### src/rtl/jk_drv_pkg.sv
// rtl/jk_drv_pkg.sv - shared state encoding, JK drive codes and counter widths for the JK excitation driver
package jk_drv_pkg;

    typedef enum logic [1:0] {
        IDLE   = 2'd0,
        DRIVE  = 2'd1,
        SETTLE = 2'd2,
        CHECK  = 2'd3
    } drv_state_e;

    // Codes are packed as {j, k}
    localparam logic [1:0] JK_HOLD   = 2'b00;
    localparam logic [1:0] JK_RESET  = 2'b01;
    localparam logic [1:0] JK_SET    = 2'b10;
    localparam logic [1:0] JK_TOGGLE = 2'b11;

    localparam int SETTLE_W = 4;
    localparam int RETRY_W  = 3;

endpackage

### src/rtl/jk_excite_bit.sv
// rtl/jk_excite_bit.sv - per-bit JK excitation (set/reset form, or toggle form under JK_TOGGLE_EN)
module jk_excite_bit
    import jk_drv_pkg::*;
(
    input  logic tgt,
    input  logic q,
    output logic j,
    output logic k
);

    logic [1:0] code;

    always_comb begin
        code = JK_HOLD;
`ifdef JK_TOGGLE_EN
        if (tgt != q) begin
            code = JK_TOGGLE;
        end
`else
        if (tgt != q) begin
            code = tgt ? JK_SET : JK_RESET;
        end
`endif
    end

    assign {j, k} = code;

endmodule

### src/rtl/jk_excitation_driver.sv
// rtl/jk_excitation_driver.sv - drives a JK flip-flop bank to a requested word with check and retry
// Optional macro JK_TOGGLE_EN selects toggle-form excitation with a single-cycle settle hold.
module jk_excitation_driver
    import jk_drv_pkg::*;
#(
    parameter int WIDTH      = 4,
    parameter int SETTLE_CYC = 1,
    parameter int MAX_RETRY  = 3
) (
    input  logic             C,
    input  logic             RESETn,
    input  logic             tgt_valid,
    output logic             tgt_ready,
    input  logic [WIDTH-1:0] tgt_data,
    input  logic [WIDTH-1:0] Q_fb,
    output logic [WIDTH-1:0] J,
    output logic [WIDTH-1:0] K,
    output logic             busy,
    output logic             done,
    output logic             err
);

`ifdef JK_TOGGLE_EN
    // A toggle code held across two edges would flip the bit back
    localparam logic [SETTLE_W-1:0] SETTLE_LOAD = SETTLE_W'(1);
`else
    localparam logic [SETTLE_W-1:0] SETTLE_LOAD = SETTLE_W'(SETTLE_CYC);
`endif
    localparam logic [RETRY_W-1:0] RETRY_LIMIT = RETRY_W'(MAX_RETRY);

    drv_state_e          state_q, state_d;
    logic [WIDTH-1:0]    tgt_q, tgt_d;
    logic [WIDTH-1:0]    j_q, j_d;
    logic [WIDTH-1:0]    k_q, k_d;
    logic [SETTLE_W-1:0] settle_q, settle_d;
    logic [RETRY_W-1:0]  retry_q, retry_d;
    logic                ready_q, ready_d;
    logic                busy_q, busy_d;
    logic                done_c, err_c;
    logic [WIDTH-1:0]    exc_j, exc_k;

    for (genvar i = 0; i < WIDTH; i++) begin : g_exc
        jk_excite_bit u_bit (
            .tgt (tgt_q[i]),
            .q   (Q_fb[i]),
            .j   (exc_j[i]),
            .k   (exc_k[i])
        );
    end

    always_comb begin
        state_d  = state_q;
        tgt_d    = tgt_q;
        j_d      = j_q;
        k_d      = k_q;
        settle_d = settle_q;
        retry_d  = retry_q;
        done_c   = 1'b0;
        err_c    = 1'b0;

        case (state_q)
            IDLE: begin
                j_d = '0;
                k_d = '0;
                if (tgt_valid) begin
                    tgt_d   = tgt_data;
                    retry_d = '0;
                    state_d = DRIVE;
                end
            end
            DRIVE: begin
                j_d      = exc_j;
                k_d      = exc_k;
                settle_d = SETTLE_LOAD;
                state_d  = SETTLE;
            end
            SETTLE: begin
                if (settle_q <= SETTLE_W'(1)) begin
                    settle_d = '0;
                    j_d      = '0;
                    k_d      = '0;
                    state_d  = CHECK;
                end else begin
                    settle_d = settle_q - SETTLE_W'(1);
                end
            end
            CHECK: begin
                j_d = '0;
                k_d = '0;
                if (Q_fb == tgt_q) begin
                    done_c  = 1'b1;
                    state_d = IDLE;
                end else if (retry_q < RETRY_LIMIT) begin
                    retry_d = retry_q + RETRY_W'(1);
                    state_d = DRIVE;
                end else begin
                    err_c   = 1'b1;
                    state_d = IDLE;
                end
            end
            default: begin
                j_d     = '0;
                k_d     = '0;
                state_d = IDLE;
            end
        endcase

        ready_d = (state_d == IDLE);
        busy_d  = (state_d != IDLE);
    end

    always_ff @(posedge C or negedge RESETn) begin
        if (!RESETn) begin
            state_q  <= IDLE;
            tgt_q    <= '0;
            j_q      <= '0;
            k_q      <= '0;
            settle_q <= '0;
            retry_q  <= '0;
            ready_q  <= 1'b1;
            busy_q   <= 1'b0;
        end else begin
            state_q  <= state_d;
            tgt_q    <= tgt_d;
            j_q      <= j_d;
            k_q      <= k_d;
            settle_q <= settle_d;
            retry_q  <= retry_d;
            ready_q  <= ready_d;
            busy_q   <= busy_d;
        end
    end

    assign J         = j_q;
    assign K         = k_q;
    assign tgt_ready = ready_q;
    assign busy      = busy_q;
    assign done      = done_c;
    assign err       = err_c;

endmodule

### config.mk
export PLATFORM = sky130hd
export DESIGN_NAME = jk_excitation_driver
export DESIGN_NICKNAME = d
export VERILOG_FILES = /design/src/rtl/jk_drv_pkg.sv /design/src/rtl/jk_excite_bit.sv /design/src/rtl/jk_excitation_driver.sv
export SDC_FILE = /design/constraint.sdc
export NUM_CORES = 1
export LEC_CHECK = 0
export ABC_AREA = 1
export ABC_CLOCK_PERIOD_IN_PS = 1350
export BUFFER_PORTS_ARGS = -buffer_cell sky130_fd_sc_hd__buf_2
export CAP_MARGIN = 20
export CORE_MARGIN = 2
export CORE_UTILIZATION = 44
export CTS_BUF_LIST = sky130_fd_sc_hd__clkbuf_8
export DETAILED_ROUTE_END_ITERATION = 12
export PLACE_DENSITY = 0.75
export SYNTH_ARGS = -nofsm -noshare
export SYNTH_HDL_FRONTEND = slang
export SYNTH_SLANG_ARGS = --single-unit
### constraint.sdc
create_clock -name C -period 1.35 [get_ports C]
set_clock_uncertainty 0.1 [all_clocks]
set_input_delay 0.0675 -clock C [delete_from_list [all_inputs] [get_ports C]]
set_output_delay 0.0675 -clock C [all_outputs]
set_load 0.01 [all_outputs]
-- Word level (Yosys, flattened, before mapping)
Index checks and enable logic that the tools add are counted.
- input port bits: 11
- output and inout port bits: 12
- word-level logic and storage cells: 59
- register bits: 23
- magnitude comparators: 2
- reductions and logical operators: 8
- mux-type cells: 27
- equal/unequal tests: 12
- $add $sub $neg: 2
- operator list (operator ; number):
    case mux 4 bit (3 select lines) ; 2
    2-to-1 mux 2 bit ; 10
    2-to-1 mux 3 bit ; 3
    2-to-1 mux 4 bit ; 2
    != test 2 bit (second input constant) ; 4
    case mux 2 bit (4 select lines) ; 1
    case mux 4 bit (2 select lines) ; 1
    2-to-1 mux 1 bit ; 7
    case mux 3 bit (2 select lines) ; 1
    nonzero test 2 bit ; 3
    == test 2 bit (second input constant) ; 2
    == test 4 bit ; 1
    <= comparator 4 x 1 -> 1 bit (second input constant) ; 1
    logical NOT 2 bit ; 2
    != test 1 bit ; 4
    AND reduction 4 bit ; 1
    subtractor 4 x 1 -> 4 bit (second input constant) ; 1
    adder 3 x 1 -> 3 bit (second input constant) ; 1
    less-than comparator 3 x 2 -> 1 bit (second input constant) ; 1
    == test 2 x 1 -> 1 bit (second input constant) ; 1
    AND reduction 2 bit ; 1
    OR reduction 2 bit ; 1

-- Longest topological paths before layout
Gate-level depths: netlist (run 1).
- word-level depth: 5
- gate-level depth with buffers: 9
- depth with buffers taken out: 9

-- Cells and area by module
From an unflattened synthesis (run 1), not the netlist that was laid out.
- cells, all modules: 161
- area total of the unflattened synthesis: 1282.5 µm²
- modules (own cells, without submodules) (module ; instances ; cells each ; area each (µm²) ; sequential area each (µm²)):
    jk_excitation_driver ; 1 ; 145 ; 1222.4 ; 576.8
    jk_excite_bit ; 4 ; 4 ; 15.0 ; 0.0

-- Worst setup path after synthesis (run 1)
No wires, ideal clock.
- kind: register to register
- from: register tgt_q[2]
- to: register busy_q, in the netlist busy
- path buffers: 0
- data arrival time: 1.133 ns
- required time: 1.126 ns
- slack: -0.007 ns
- cell stages (with the launch flop): 9
- period minus slack after synthesis: 1.357 ns
- library setup time: 0.124 ns
- path through: dfrtp_1 > ha_1 > nand2_1 > nor2_1 > nor2_1 > nor2_1 > nand2_1 > nand2_1 > nand2_1
- longest elaborated chain between the ends: 4
- ends and longest elaborated chain (what ; RTL line ; source):
    from (decl) ; jk_excitation_driver.sv:32 ; logic [WIDTH-1:0] tgt_q, tgt_d;
    from (signal assigned) ; jk_excitation_driver.sv:124 ; tgt_q <= tgt_d;
    == test 4 bit ; jk_excitation_driver.sv:90 ; if (Q_fb == tgt_q) begin
    2-to-1 mux 1 bit ; jk_excitation_driver.sv:90 ;
    case mux 2 bit (4 select lines) ; jk_excitation_driver.sv:61 ; case (state_q)
    nonzero test 2 bit ; jk_excitation_driver.sv:109 ; busy_d = (state_d != IDLE);
    via busy_d ; jk_excitation_driver.sv:38 ; logic busy_q, busy_d;
    to (signal assigned) ; jk_excitation_driver.sv:130 ; busy_q <= busy_d;
    to (decl) ; jk_excitation_driver.sv:38 ;
The timed path passes the listed nets, and every way through them passes these cells.
A chain may end at the register's enable or synchronous reset.

-- Worst setup path after layout (run 1)
- from: register tgt_q[2]
- to: output port done
- longest elaborated chain between the ends: 3
- ends and longest elaborated chain (what ; RTL line ; source):
    == test 4 bit ; jk_excitation_driver.sv:90 ;
    2-to-1 mux 1 bit ; jk_excitation_driver.sv:90 ;
    2-to-1 mux 1 bit ; jk_excitation_driver.sv:61 ;
    to (decl) ; jk_excitation_driver.sv:19 ; output logic done,
Every way passes these cells.

==> reports/results.ini, run 1 <==
[worst_setup_path]
r2r-start=tgt_q[2]$_DFFE_PN0P_
r2r_cells=8
cp.arrival_ns=1.42
rr_endpoint=busy$_DFF_PN0_
cp_max_fo=2
ff2ff_setup_slack_ns=-0.11
crit_path_end_kind=output pin
required_ns=1.18
path_class=flop to output pin
start_kind=flop

[pwr]
p_per_area_mw_per_mm2=2260
max-vdd-ir-drop_v=0.00191
p_comb_share_pct=63.0
switching_share_pct=42.9
p_total_w=0.00413
intPower_w=0.00236
pwr-share-clk_pct=10.0
p_sw_w=0.00177
p_seq_share_pct=27.0
power_leakage_nw=0.949

[floorplanning]
dieArea_mm2=0.00323
rows=19
start_util_pct=45.3
die-height_um=56.8
die_x_um=56.8
core_area_mm2=0.00271
pin_count=23

[synthesis]
ys_types=23
syn_nets=164
synth-seq-cells=23
synth_top_family_by_area=simple AND/OR/NAND/NOR gates
synth_ff_type=dfrtp_1
postSynthCellCount=138
seq_area_frac_synth_pct=47.0
synth_fa_ha_area_share_pct=15.3
synth_mux_area_share_pct=0
synth_area_leaders=dfrtp_1, ha_1, nand2_1
ys_warn_count=0
synth.avg_cell_area_um2=8.89
yosys.area.top_type=dfrtp_1
synthSimpleGateAreaFrac_pct=22.5
synth_area_mm2=0.00123
synthTopCellsByCount=nand2_1, dfrtp_1, inv_1
synthArstFlopShare_pct=100
synth_compound_area_share_pct=7.95
yosysMostFrequentCell=nand2_1
netlist.area_leader.share_pct=44.9
synth-edff-count=0
synthXorXnorAreaFrac_pct=0.714

[clock_tree]
clkTransAtPathRegs_ns=0.08
clock_sinks=23
cts_tree=done
cts_buffer_depth=2
clk_latency_ns=0.26
cts_root_buffer=clkbuf_8
cts_made_buffers=3
h-tree-depth=1

[hold_path]
min_from=Q_fb[1]
hold_depth=4
min_path_type=primary input to flop
hold_end=K[1]$_DFFE_PN0P_

[final_layout]
layout-drive-gt1-share_pct=45.2
nets=215
multi_input_area_um2=774
diodes=0
final_area_mm2=0.00183
synthToLayoutAreaGrowth_pct=49.1
fillers=204
regArea_um2=577

[place]
preCtsSetupSlack_ns=-0.0930
place.gp.congestion=0.790
placed_cell_area_mm2=0.00147
dp_hpwl_um=1860
io_buffers=22

[route]
routed_wl_um=2760
wl_per_cell_um=12.6
vias_per_cell=4.90
drtPass1Iterations=4
remaining_drc_errors=0
drtIter0Drc=26
dr_total_vias=1074
antenna_left=0

[sta]
worstMarginPinSlew_ns=0.527
fin_ws_ns=-0.236
rsz0062_at_grt=yes
fin_crit_sh_pct=117
fmaxAchievable_mhz=631
finalSetupViolations=18
final_hold_viol_count=0
tns_ns=-1.15
relSlewSlack_pct=64.9
fin_crit_ns=1.59
slew_viol_final=0

[grt]
track_usage_pct=18.0
grt_pass1_vias=1063
grt_overflow_total=0
grt_start_max_net_pins=24
grt_antenna_before_repair=0
grt_pass1_wl_um=4530

[flow_run]
cap_viol_max_count=0

[status]
status=complete, but fails checks
failed_checks=setup timing

-- registers in the layout (all words and copies together) (netlist names) --
| name | count |
|---|---|
| J | 4 |
| K | 4 |
| busy | 1 |
| retry_q | 3 |
| settle_q | 4 |
| state_q | 2 |
| tgt_q | 4 |
| tgt_ready | 1 |
-- final cells by class --
| class | count | area share [%] |
|---|---|---|
| clock buffer | 3 | 2.26 |
| clock inverter | 1 | 0.205 |
| inverter | 19 | 4.17 |
| multi-input combinational | 96 | 42.3 |
| sequential | 23 | 31.5 |
| tap | 31 | 2.12 |
| timing repair buffer | 45 | 17.1 |
| timing repair inverter | 1 | 0.342 |
-- what timing repair did --
action | in CTS | in global routing
setup buffers | 1 | 4
hold buffers | 6 | 0
pin swaps | 13 | 9
hold endpoints to repair | 27 | 0
endpoints found under the setup margin | 20 | 24
resized for setup | 19 | 27
gates cloned | 2 | 0
-- through the flow --
stage	hold slack (ns)	cells	util (%)
3_5_place_dp	-0.0269	203	54.3
3_3_place_gp	-0.0414	203	54.3
4_1_cts	0.101	216	61.8
2_1_floorplan	-0.328	138	-
6_report	0.111	219	67.5
5_1_grt	0.114	219	67.5
-- power by group through the flow --
stage	clock (W)	sequential, W	combinational (W)
floorplan	0	0.00111	0.00107
global placement	0	0.00108	0.00171
detailed placement	0	0.00109	0.00178
CTS	0.000421	0.00109	0.00213
global route	0.000447	0.00114	0.00286
finish	0.000413	0.00112	0.00261
-- routing by layer --
metal  vias to the layer above  GRT usage, %  routed length [um]  share of wire, %
li1                        538             -                   -                 -
met1                       516          23.0                1200                43
met2                        18          31.4                1450                52
met3                         2          2.30                 100               3.6
met4                         0          5.98                  17              0.62
met5                         -             0                   0                 0
-- worst max-delay path: stages (launching register included) --
cell     delay (ns)
dfrtp_1        0.42
ha_4           0.29
nand2_4        0.05
buf_6          0.11
nor3_4         0.15
buf_2          0.15
-- logic make-up (layout without fill, tap and decap cells) --
kind of cell / count (synthesis) / after routing
AOI/OAI and AO/OA: 16 / 16
xor gates and xnor gates: 1 / 1
adders and majority gates: 15 / 15
DFF: 23 / 23
and+or+nand+nor: 63 / 64
buffers and inverters: 20 / 69
-- worst max path at each step --
stage                            startpoint                      end  slack (ns)  cells past startpoint
floorplan           settle_q[0]$_DFFE_PN0P_  settle_q[2]$_DFFE_PN0P_       0.004                      7
global placement       tgt_q[3]$_DFFE_PN0P_           busy$_DFF_PN0_       -0.06                      8
detailed placement  settle_q[0]$_DFFE_PN0P_  settle_q[3]$_DFFE_PN0P_       -0.09                      7
CTS                    tgt_q[1]$_DFFE_PN0P_                     done       -0.25                      5
global route           tgt_q[3]$_DFFE_PN0P_                     done       -0.29                      5
finish                 tgt_q[2]$_DFFE_PN0P_                     done       -0.24                      5
-- layout by cell type, fill, tap and decap left out, types with 2 or more instances in the layout --
cell type,count
nand2_1,27
dfrtp_1,22
buf_2,22
inv_1,15
buf_4,13
nand2_2,8
nor2_1,8
ha_4,7
ha_1,7
nand3_1,6
a21oi_1,6
dlygate4sd3_1,6
nand3_2,5
inv_2,4
o21ai_1,4
buf_6,4
nand2_4,3
clkbuf_8,3
nor2_2,2
a21oi_2,2
or2_2,2
(Power assumes the default switching activity.)
==> run 2, diff against run 1 <==
--- a/config.mk
+++ b/config.mk
@@ -5,15 +5,15 @@
 export SDC_FILE = /design/constraint.sdc
 export NUM_CORES = 1
 export LEC_CHECK = 0
-export ABC_AREA = 1
-export ABC_CLOCK_PERIOD_IN_PS = 1350
+export ABC_CLOCK_PERIOD_IN_PS = 2000
 export BUFFER_PORTS_ARGS = -buffer_cell sky130_fd_sc_hd__buf_2
 export CAP_MARGIN = 20
+export CORE_ASPECT_RATIO = 1.2
 export CORE_MARGIN = 2
 export CORE_UTILIZATION = 44
 export CTS_BUF_LIST = sky130_fd_sc_hd__clkbuf_8
 export DETAILED_ROUTE_END_ITERATION = 12
-export PLACE_DENSITY = 0.75
+export PLACE_DENSITY = 0.72
 export SYNTH_ARGS = -nofsm -noshare
 export SYNTH_HDL_FRONTEND = slang
 export SYNTH_SLANG_ARGS = --single-unit
==> constraint.sdc (replaced) <==
create_clock -name C -period 2 [get_ports C]
set_clock_uncertainty 0.1 [all_clocks]
set_input_delay 0.1 -clock C [delete_from_list [all_inputs] [get_ports C]]
set_output_delay 0.1 -clock C [all_outputs]
set_load 0.01 [all_outputs]
==> run 2 against run 1 <==
  * The run now ends clean
  * Setup slack gained 0.52 ns
  * Power fell by 54%
  * Design area is 18% lower
  * Largest power group unchanged
==> reports/results.ini, run 2 <==
[route]
dr_total_vias=937  ; -13%
vias_per_cell=5.04  ; +2.7%
antenna_left=0  ; unchanged
wl_per_cell_um=11.8  ; -6.7%
drtPass1Iterations=4  ; unchanged
drtIter0Drc=11  ; -58%
routed_wl_um=2190  ; -21%
remaining_drc_errors=0  ; unchanged

[synthesis]
yosysMostFrequentCell=inv_1
synthArstFlopShare_pct=100  ; unchanged
ys_types=31  ; +35%
syn_nets=149  ; -9.1%
synth-seq-cells=23  ; unchanged
synthTopCellsByCount=inv_1, dfrtp_1, ha_1
synth_ff_type=dfrtp_1
netlist.area_leader.share_pct=43.6  ; -1.2 points
ys_warn_count=0  ; unchanged
seq_area_frac_synth_pct=45.7  ; -1.3 points
synth_area_mm2=0.00126  ; +2.9%
postSynthCellCount=123  ; -11%
synth.avg_cell_area_um2=10.3  ; +15%
synth_area_leaders=dfrtp_1, ha_1, inv_1
synth-edff-count=0  ; unchanged
yosys.area.top_type=dfrtp_1

[worst_setup_path]
rr_endpoint=busy$_DFF_PN0_
cp.arrival_ns=1.74  ; +0.32 ns
cp-endpoint=busy$_DFF_PN0_
r2r-start=settle_q[0]$_DFFE_PN0P_
crit_path_end_kind=flop
start_kind=flop
required_ns=2.03  ; +0.85 ns
r2r_cells=6  ; -2
cp_max_fo=5  ; +3
startpoint=settle_q[0]$_DFFE_PN0P_
ff2ff_setup_slack_ns=0.29  ; +0.40 ns
path_class=flop to flop

[floorplanning]
core_area_mm2=0.00276  ; +1.8%
die_x_um=52.9  ; -6.9%
dieArea_mm2=0.00332  ; +2.7%
die-height_um=62.7  ; +10%
rows=21  ; +2
pin_count=23  ; unchanged
start_util_pct=45.8  ; +0.47 points

[place]
dp_hpwl_um=1710  ; -8.1%
preCtsSetupSlack_ns=0.317  ; +0.410 ns
placed_cells=177  ; -13%
io_buffers=22  ; unchanged
place.gp.congestion=0.763  ; -3.5%

[status]
status=finished, final reports clean

[sta]
final_hold_viol_count=0  ; unchanged
fin_ws_ns=0.285  ; +0.521 ns
relSlewSlack_pct=66.5  ; +1.7 points
finalSetupViolations=0  ; -18
fin_crit_sh_pct=85.7
tns_ns=0  ; +1.15 ns
fmaxAchievable_mhz=583
fin_crit_ns=1.71
slew_viol_final=0  ; unchanged
worstMarginPinSlew_ns=0.502  ; -0.0252 ns
rsz0062_at_grt=no
hold_slack_ns=0.133  ; +0.0227 ns

[grt]
met1_usage_pct=18.4  ; -4.7 points
grt_start_max_net_pins=24  ; unchanged
grt_busiest_layer=met2
grt_antenna_before_repair=0  ; unchanged
grt_pass1_vias=922  ; -13%
grt_use_met2_pct=27.3  ; -4.1 points
grt_overflow_total=0  ; unchanged
track_usage_pct=15.2  ; -2.8 points
grt_pass1_wl_um=3860  ; -15%
global_route.usage.met3_pct=2.15  ; -0.15 points

[pwr]
power_leakage_nw=0.741  ; -22%
p_total_w=0.00191  ; -54%
p_per_area_mw_per_mm2=1280  ; -43%
max-vdd-ir-drop_v=0.000936  ; -51%

[final_layout]
instances_no_fill=186  ; -15%
layout-drive-gt1-share_pct=25.7  ; -20 points
synthToLayoutAreaGrowth_pct=18.5
diodes=0  ; unchanged
fillers=256  ; +25%
final_cell_mix=inv_1, dfrtp_1, buf_2
nets=179  ; -17%
layout_commonest_cell=inv_1

[clock_tree]
cts_made_buffers=3  ; unchanged
postCtsSetupRepairBufs=0  ; -1
ctsHoldBuffers=5  ; -1
clock_sinks=23  ; unchanged
clkTransAtPathRegs_ns=0.08  ; about the same
cts_root_buffer=clkbuf_8
cts_resized=0  ; -19
clk_latency_ns=0.26  ; about the same
h-tree-depth=1  ; unchanged
cts_tree=done
cts_buffer_depth=2  ; unchanged

[flow_run]
cap_viol_max_count=0  ; unchanged

[hold_path]
min_path_type=primary input to flop

-- run 2: stage by stage --
stage / area, um^2 / util (%)
finish: 1500 / 54.2
global route: 1500 / 54.2
CTS: 1500 / 54.2
detailed placement: 1400 / 50.7
global placement: 1400 / 50.7
floorplan: 1260 / -
-- run 2: routing by layer --
layer / vias up / wire length (um)
met5: - / 0
met4: 0 / 20
met3: 2 / 49
met2: 11 / 1150
met1: 454 / 967
li1: 470 / -
-- run 2: power breakdown --
part           switching [W]  internal [W]
Combinational       0.000501      0.000384
Clock               0.000141      0.000139
Sequential          0.000117      0.000629
-- run 2: worst min path at each step --
| stage | endpoint | cells after the start | start | slack [ns] |
|---|---|---|---|---|
| final | K[3]$_DFFE_PN0P_ | 4 | Q_fb[3] | 0.13 |
| after detailed placement | retry_q[0]$_DFFE_PN0P_ | 1 | RESETn | 0.0001 |
| after floorplan | J[0]$_DFFE_PN0P_ | 0 | RESETn | -0.30 |
| after global placement | retry_q[0]$_DFFE_PN0P_ | 1 | RESETn | -0.003 |
| after global routing | K[3]$_DFFE_PN0P_ | 4 | Q_fb[3] | 0.15 |
| after CTS | K[3]$_DFFE_PN0P_ | 4 | Q_fb[3] | 0.13 |
-- run 2: cells by family (layout without fill, tap and decap cells) --
kind of cell	count (synthesis)	in the layout	synth area share (%)
AOI/OAI and AO/OA	28	28	15.2
adders and majority gates	15	15	14.9
buffers and inverters	26	55	8.62
DFF	23	23	45.7
muxes	6	6	5.35
and+or+nand+nor	25	25	10.3
-- run 2: layout make-up --
type                       count  area (um^2)  share of cell area [%]
tap                           34         42.5                    2.84
multi-input combinational     74          577                    38.5
inverter                      23         86.3                    5.77
sequential                    23          577                    38.5
clock buffer                   3         41.3                    2.76
timing repair buffer          28          168                    11.2
clock inverter                 1         5.00                   0.334
-- run 2: critical path: stages, from the launching register on --
cell and delay, ns:
dfrtp_1 0.43, inv_1 0.07, ha_1 0.23, nor2_1 0.23
nor3_1 0.10, o21ai_0 0.32, a21oi_1 0.11
